## src/rtl/muldiv_unit.sv

```systemverilog
// Iterative RV64M multiply/divide unit: radix-2 shift-add multiply and restoring
// divide on operand magnitudes, with a sign fix-up folded into the final step.
module muldiv_unit #(
    parameter int XLEN = 64
) (
    input  logic            clk,
    input  logic            reset,
    input  logic            req_valid,
    output logic            req_ready,
    input  logic [XLEN-1:0] X,
    input  logic [XLEN-1:0] Y,
    input  logic [3:0]      OP,
    output logic            resp_valid,
    input  logic            resp_ready,
    output logic [XLEN-1:0] OUTPUT,
    output logic            illegal
);
    localparam int CW = $clog2(XLEN);
    localparam logic [3:0] OP_MUL  = 4'd8;
    localparam logic [3:0] OP_MULH = 4'd9;
    localparam logic [3:0] OP_DIV  = 4'd10;
    localparam logic [3:0] OP_REM  = 4'd11;
    localparam logic [3:0] OP_DIVU = 4'd14;
    localparam logic [3:0] OP_REMU = 4'd15;

    typedef enum logic [1:0] {IDLE, BUSY, DONE} state_t;

    state_t          state_reg;
    logic [CW-1:0]   count_reg;
    logic [3:0]      op_reg;
    logic [XLEN-1:0] hi_reg, lo_reg, b_reg, x_reg;
    logic            neg_reg, y_zero_reg;
    logic            req_ready_reg, resp_valid_reg, illegal_reg;
    logic [XLEN-1:0] output_reg;

    // Issue-side decode: signed ops work on magnitudes, sign applied at the end.
    logic            in_signed, in_mul, in_neg;
    logic [XLEN-1:0] x_mag, y_mag;

    assign in_signed = (OP == OP_MULH) || (OP == OP_DIV) || (OP == OP_REM);
    assign in_mul    = (OP == OP_MUL) || (OP == OP_MULH);
    assign x_mag     = (in_signed && X[XLEN-1]) ? -X : X;
    assign y_mag     = (in_signed && Y[XLEN-1]) ? -Y : Y;

    always_comb begin
        in_neg = 1'b0;
        case (OP)
            OP_MULH, OP_DIV: in_neg = X[XLEN-1] ^ Y[XLEN-1];
            OP_REM:          in_neg = X[XLEN-1];
            default:         in_neg = 1'b0;
        endcase
    end

    // One radix-2 step. Multiply: {hi,lo} shifts right with the partial sum
    // in hi. Divide: hi is the partial remainder, lo shifts quotient bits in.
    logic            mul_op, illegal_op, ge;
    logic [XLEN:0]   sum, shifted;
    logic [XLEN-1:0] diff, hi_next, lo_next;

    assign mul_op     = (op_reg == OP_MUL) || (op_reg == OP_MULH);
    assign illegal_op = !(op_reg inside {OP_MUL, OP_MULH, OP_DIV, OP_REM, OP_DIVU, OP_REMU});

    assign sum     = {1'b0, hi_reg} + (lo_reg[0] ? {1'b0, b_reg} : '0);
    assign shifted = {hi_reg, lo_reg[XLEN-1]};
    assign ge      = shifted >= {1'b0, b_reg};
    assign diff    = shifted[XLEN-1:0] - b_reg;
    assign hi_next = mul_op ? sum[XLEN:1] : (ge ? diff : shifted[XLEN-1:0]);
    assign lo_next = mul_op ? {sum[0], lo_reg[XLEN-1:1]} : {lo_reg[XLEN-2:0], ge};

    logic [XLEN-1:0] result_next;

    always_comb begin
        result_next = '0;
        case (op_reg)
            OP_MUL:  result_next = lo_next;
            // High half of the negated 2*XLEN product: ~hi plus the carry out of -lo.
            OP_MULH: result_next = neg_reg ? (~hi_next + {{(XLEN-1){1'b0}}, (lo_next == '0)})
                                           : hi_next;
            OP_DIV, OP_DIVU: result_next = y_zero_reg ? '1 : (neg_reg ? -lo_next : lo_next);
            OP_REM, OP_REMU: result_next = y_zero_reg ? x_reg : (neg_reg ? -hi_next : hi_next);
            default: result_next = '0;
        endcase
    end

    always_ff @(posedge clk) begin
        if (reset) begin
            state_reg      <= IDLE;
            count_reg      <= '0;
            op_reg         <= '0;
            hi_reg         <= '0;
            lo_reg         <= '0;
            b_reg          <= '0;
            x_reg          <= '0;
            neg_reg        <= 1'b0;
            y_zero_reg     <= 1'b0;
            req_ready_reg  <= 1'b1;
            resp_valid_reg <= 1'b0;
            output_reg     <= '0;
            illegal_reg    <= 1'b0;
        end else begin
            case (state_reg)
                IDLE: begin
                    if (req_valid) begin
                        op_reg        <= OP;
                        x_reg         <= X;
                        y_zero_reg    <= (Y == '0);
                        neg_reg       <= in_neg;
                        hi_reg        <= '0;
                        lo_reg        <= in_mul ? y_mag : x_mag;
                        b_reg         <= in_mul ? x_mag : y_mag;
                        count_reg     <= '0;
                        req_ready_reg <= 1'b0;
                        state_reg     <= BUSY;
                    end
                end
                BUSY: begin
                    hi_reg    <= hi_next;
                    lo_reg    <= lo_next;
                    count_reg <= count_reg + CW'(1);
                    if (count_reg == CW'(XLEN - 1)) begin
                        output_reg     <= result_next;
                        illegal_reg    <= illegal_op;
                        resp_valid_reg <= 1'b1;
                        state_reg      <= DONE;
                    end
                end
                DONE: begin
                    if (resp_ready) begin
                        resp_valid_reg <= 1'b0;
                        req_ready_reg  <= 1'b1;
                        state_reg      <= IDLE;
                    end
                end
                default: state_reg <= IDLE;
            endcase
        end
    end

    assign req_ready  = req_ready_reg;
    assign resp_valid = resp_valid_reg;
    assign OUTPUT     = output_reg;
    assign illegal    = illegal_reg;
endmodule

```

## config.mk

```make
export PLATFORM = sky130hd
export DESIGN_NAME = muldiv_unit
export DESIGN_NICKNAME = d
export VERILOG_FILES = /design/src/rtl/muldiv_unit.sv
export SDC_FILE = /design/constraint.sdc
export NUM_CORES = 2
export LEC_CHECK = 0
export BUFFER_PORTS_ARGS = -buffer_cell sky130_fd_sc_hd__buf_4
export CAP_MARGIN = 15
export CORE_AREA = 5 5 206 408
export CTS_BUF_LIST = sky130_fd_sc_hd__clkbuf_4
export CTS_CLUSTER_DIAMETER = 80
export DETAILED_ROUTE_END_ITERATION = 8
export DIE_AREA = 0 0 211 413
export PLACE_DENSITY_LB_ADDON = 0.05
export SYNTH_ARGS = -nofsm -noshare
export SYNTH_HDL_FRONTEND = slang
export SYNTH_SLANG_ARGS = --single-unit
```

## constraint.sdc

```tcl
create_clock -name clk -period 15.15 [get_ports clk]
set_clock_uncertainty 0.2 [all_clocks]
set_input_delay 0.7575 -clock clk [delete_from_list [all_inputs] [get_ports clk]]
set_output_delay 0.7575 -clock clk [all_outputs]
set_load 0.005 [all_outputs]
```

Word-level counts from Yosys, hierarchy flattened
Index checks and enable logic that the tools add are counted.
Widths: inputs -> output; s select.

storage, ports and cells
  input bits = 136
  logic and storage cells = 94
  flip-flop bits (word level) = 337
  output and inout bits = 67

cells by class
  bitwise operators = 2
  equal/unequal tests = 16
  reduce and logical (&&, ||, !) cells = 23
  add/sub/neg operators = 8
  multiplexer cells = 31
  magnitude comparators = 1

operator list
  cell                 count
  $mux 64              15
  $neg 64->64          4
  $pmux 64 s2          2
  $pmux 64 s4          1
  $logic_not 64->1     2
  $add 64x64->65       1
  $ge 65x64->1         1
  $add 64x1->64        1
  $not 64->64          1
  $sub 64x64->64       1
  $eq 4x4->1 const B   10
  $pmux 6 s2           1
  $reduce_and 3->1     3
  $add 6x1->6 const B  1
  $eq 6x6->1 const B   1
  $mux 2               3
  $mux 6               1
  $ne 2x2->1 const B   3
  $pmux 1 s2           3
  $pmux 2 s3           1
  $reduce_and 2->1     3
  $reduce_bool 2->1    3
  $reduce_bool 6->1    1
  $reduce_or 2->1      3
  8 further kinds      15

Longest topological paths before layout
  word-level depth = 8
  depth in mapped cells = 30
  depth with buffers taken out = 26

Worst setup path after synthesis
No wires, ideal clock.

  kind = register to register
  start = register op_reg[3]
  end = register output_reg[57], in the netlist OUTPUT[57]
  period minus slack after synthesis = 7.140 ns
  arrival = 6.825 ns
  setup time = 0.115 ns
  stages on the path, launching flop included = 25
  slack = 8.010 ns
  cells stage by stage = dfxtp_1 > nor3b_1 > clkbuf_1 > buf_2 > buf_2 > buf_2 > buf_1 > buf_1 > mux2i_1 > ha_1 > nand2_1 > or2_2 > or2_2 > or4_1 > or3b_2 > nor3_1 > ha_1 > nand3_1 > or3_1 > o41ai_1 > nand2_1 > a21oi_1 > xnor2_1 > o221ai_1 > and2_1

on the way
  word-level cells in the longest chain between the ends = 7
  elaborated cells on any way between the ends = 22
  classes of those cells = add/sub (3); eq/ne (6); mux (8); bitwise (1); reduce/logical (4)

RTL lines
  element                                         RTL line    RTL
  start, declared                                 30          logic [3:0] op_reg;
  start signal, assigned                          89          op_reg <= '0;
  start signal, assigned                          104         op_reg <= OP;
  $eq 4x4->1                                      60, 74
  $logic_or 1x1->1                                60          assign mul_op = (op_reg == OP_MUL) || (op_reg == OP_MULH);
  $mux 64 (on tied branches)                      68, 67
  $logic_not 64->1, or another cell as far along  77          OP_MULH: result_next = neg_reg ? (~hi_next + {{(XLEN-1){1'b0}}, (lo_next == '0)})
  $add 64x1->64, or another cell as far along     77
  $mux 64 (on tied branches)                      77, 79, 80
  $pmux 64 s4 (*)                                 74          case (op_reg)
  end signal, assigned                            121         output_reg <= result_next;
  end, declared                                   34          logic [XLEN-1:0] output_reg;

Mark *: on every way between the ends. The rest lies on a longest branch, timed or not.
A chain may end at the register's enable or synchronous reset.

Worst setup path in the final report
  start = register b_reg[38]
  end = register output_reg[27], in the netlist OUTPUT[27]

on the way
  word-level cells in the longest chain between the ends = 7
  elaborated cells on any way between the ends = 15
  classes of those cells = add/sub (3); order compare (1); mux (9); bitwise (1); reduce/logical (1)

RTL lines
  element                                                                RTL line  RTL
  start, declared                                                        31        logic [XLEN-1:0] hi_reg, lo_reg, b_reg, x_reg;
  start signal, assigned                                                 110       b_reg <= in_mul ? x_mag : y_mag;
  $ge 65x64->1 (*)                                                       65        assign ge = shifted >= {1'b0, b_reg};
  parallel branches: the longest is 5 deep, another holds $add 64x1->64  n/a
  $pmux 64 s4 (*)                                                        74

Mark *: on every way between the ends.

==> summary.txt <==
Outcome
  • Status: finished, final reports clean

Yosys
  • Primary FF master, synth: dfxtp_1
  • Mapped Nets: 5271
  • Syn avg cell area: 6.86 um2
  • Register area share after synthesis: 19.7%
  • Yosys reg bits: 337
  • Synth unique cells: 120
  • Ys async rst share: 0%
  • Area of the mapped netlist: 0.0343 mm2
  • Synth Warn #: 0
  • Mapped Cells: 4998
  • Post-synth EDFFs: 0

Timing
  • Final hold violations: 0
  • Setup violators final: 0
  • Final worst path period share: 56.3%
  • Pins over their slew limit: 0
  • Fin Setup TNS: 0 ns
  • Least-Margin Pin Slew: approximately 1.3 ns
  • Slew HR: 12.3%
  • Achievable frequency: 0.117 GHz
  • RSZ-0062 raised after global routing: no
  • Worst setup slack after layout: roughly 6.6 ns
  • Min Tclk post-route: 8.53 ns

Pwr
  • Pwr Density: 254 mW/mm2
  • Part of the power in the clock network: 9.1%
  • Psw: between 0.005 and 0.006 W
  • Flop pwr share: 11.5%
  • Comb pwr share: roughly four fifths
  • Sw Ratio: about three fifths
  • PnR Total Power: 0.00977 W
  • Pint: roughly 0.0038 W
  • Static Leak: about 15 nW
  • VDD IR max: between 0.2 and 0.25 mV

Routing
  • Iteration-0 DRC Markers: 4410
  • Vias post-DR: about 40000
  • Vias per cell: ~6.4
  • DRC viols: 0
  • Routed WL per cell: 29.6 um
  • Drt total wl: around 180 mm
  • Router iterations before antenna repair: 8
  • Post-route ant nets: 0

Flow run
  • Max-cap violations: 0

Critical path
  • Critical path fanouts, max: 34
  • Slowest CP cell: or4_1
  • CP Buf/Inv Count: 3
  • Crit path largest cell delay: 0.58 ns
  • Critical path type: flop to flop
  • Worst Setup End Kind: flop
  • Critical Path RT: between 15 and 20 ns
  • Arrival @ worst endpoint: 9.15 ns
  • Worst Setup Start Kind: flop
  • Delay-heaviest family, CP: simple AND/OR/NAND/NOR gates

Clock tree
  • Clk pin slew, worst setup/hold paths: approximately 0.080 ns
  • CTS buffer count: a little over 90
  • Num Clock Sinks: 337
  • CTS max path bufs: 3
  • H-tree levels: 3
  • Later-pin clock latency in the skew report: 1.02 ns
  • CTS tree: built
  • Clk Tree Root Cell: clkbuf_4

Placement
  • Dpl hpwl: about 140 mm
  • Routability-driven placement congestion ratio: 1.04
  • Placed inst area: ~0.036 mm2
  • IO buf count: 202
  • Post-Place Setup Slack: approximately 7 ns

Floorplan
  • Core Region: 0.0807 mm2
  • Rows: 148
  • Die area: approximately 0.087 mm2
  • I/O pin cnt: just over 200
  • Initial Util: 42.5%
  • Die Height: just over 400 um
  • Die Width: 211 um

Final layout
  • Final instance area: ~0.038 mm2
  • Register cell area after layout: 0.00675 mm2
  • Layout cells sized above 1: 10.9%
  • Commonest non-fill, non-tap cell in the layout: nand2_1
  • Most frequent cells in the layout: nand2_1 (739), a21oi_1 (554), nor2_1 (451)
  • Area of the multi-input gates: approximately 0.026 mm2
  • Area delta synth->final: 12.3%
  • Layout net count: 5382
  • Fillcell total: 8503
  • Fin util: 47.7%

Global route
  • Gr ovfl total: 0
  • Gr usage total: approximately 40%
  • Global-route wire length before repair: 262 mm
  • Largest net degree at the start of global routing: 111
  • Initial antenna violation count: 5
  • Vias in the first global route: 37800

Min path
  • Hold WC Path Type: primary input to flop
==> routing by layer <==
layer  vias to the layer above  track usage [%]  wire (um)
met3                       506             5.55      12500
met4                         2             37.1      21600
met1                     19100             46.4      67800
li1                      18400                -          -
met5                         -                0         13
met2                      1952             64.2      83000
==> power by group through the flow <==
stage          clock network (W)  logic (W)  registers [W]
2_1_floorplan                  0    0.00479        0.00109
3_3_place_gp                   0    0.00752        0.00113
3_5_place_dp                   0    0.00750        0.00114
4_1_cts                 0.000905    0.00755        0.00112
5_1_grt                 0.000941    0.00810        0.00114
6_report                0.000890    0.00776        0.00112
==> timing repair <==
item,4_1_cts,5_1_grt
setup endpoints to repair,0,0
gates resized for setup,0,0
buffers inserted,0,0
hold buffers,87,0
hold endpoints to repair,100,0
==> Yosys cell counts (31+ instances only) <==
cell type / n / share of area (%)
nand2_1: 739 / 8.1
a21oi_1: 554 / 8.1
nor2_1: 459 / 5.0
dfxtp_1: 337 / 20
o21ai_0: 332 / 4.8
clkbuf_1: 262 / 2.9
xnor2_1: 212 / 5.4
xor2_1: 161 / 4.1
nand3_1: 158 / 2.3
ha_1: 135 / 4.9
inv_1: 113 / 1.2
nor3_1: 102 / 1.5
o211ai_1: 96 / 2.1
and2_1: 91 / 1.7
a31oi_1: 83 / 1.5
mux2i_1: 83 / 2.4
nand4_1: 78 / 1.4
a211oi_1: 72 / 1.6
or3_1: 64 / 1.2
a21o_1: 53 / 1.2
a221oi_1: 53 / 1.4
a22oi_1: 48 / 1.1
nor4_1: 40 / 0.73
nand2b_1: 39 / 0.71
buf_1: 38 / 0.42
buf_2: 35 / 0.51
o31ai_1: 35 / 0.77
and3_1: 34 / 0.62
o21a_1: 31 / 0.68
o21ai_1: 31 / 0.45
==> worst paths after layout <==
check                           depth (start not counted)  slack [ns]       from          to
worst max-delay path                                   26        6.62  b_reg[38]  OUTPUT[27]
worst min-delay path                                    4         0.1      Y[25]  lo_reg[25]
worst max register to register                         26        6.62  b_reg[38]  OUTPUT[27]
worst min register to register                          2        0.25  x_reg[22]   x_reg[22]
==> tightest hold or removal path, delay by kind of cell <==
| family | cells | cell delay [ns] |
|---|---|---|
| AO/OA/AOI/OAI | 2 | 0.30 |
| buffers and inverters | 1 | 0.10 |
| XOR/XNOR | 1 | 0.08 |
==> through the flow <==
stage | hold WS (ns) | std cells
3_5_place_dp | 0.247 | 5975
3_3_place_gp | 0.237 | 5974
5_1_grt | 0.0823 | 6234
2_1_floorplan | 0.231 | 4998
6_report | 0.0989 | 6235
4_1_cts | 0.00752 | 6228
==> final cells by class <==
type	count	area share (%)
Multi-Input combinational cell	4191	67.0
Antenna cell	4	0.0260
Clock inverter	48	0.741
Timing Repair Buffer	372	7.84
Tap cell	1050	3.41
Clock buffer	118	2.30
Sequential cell	337	17.5
Inverter	115	1.12
==> cell families after synthesis <==
kind of cell / Yosys count / synth area share, %
AND/OR/NAND/NOR: 1951 / 26.6
AO/OA/AOI/OAI: 1636 / 30.7
adder cells (fa/ha/maj): 137 / 5.04
multiplexers: 94 / 2.89
XOR/XNOR: 373 / 9.53
flip-flops: 337 / 19.7
buffers and inverters: 470 / 5.57
No activity file was read; power rests on OpenSTA's default activity.
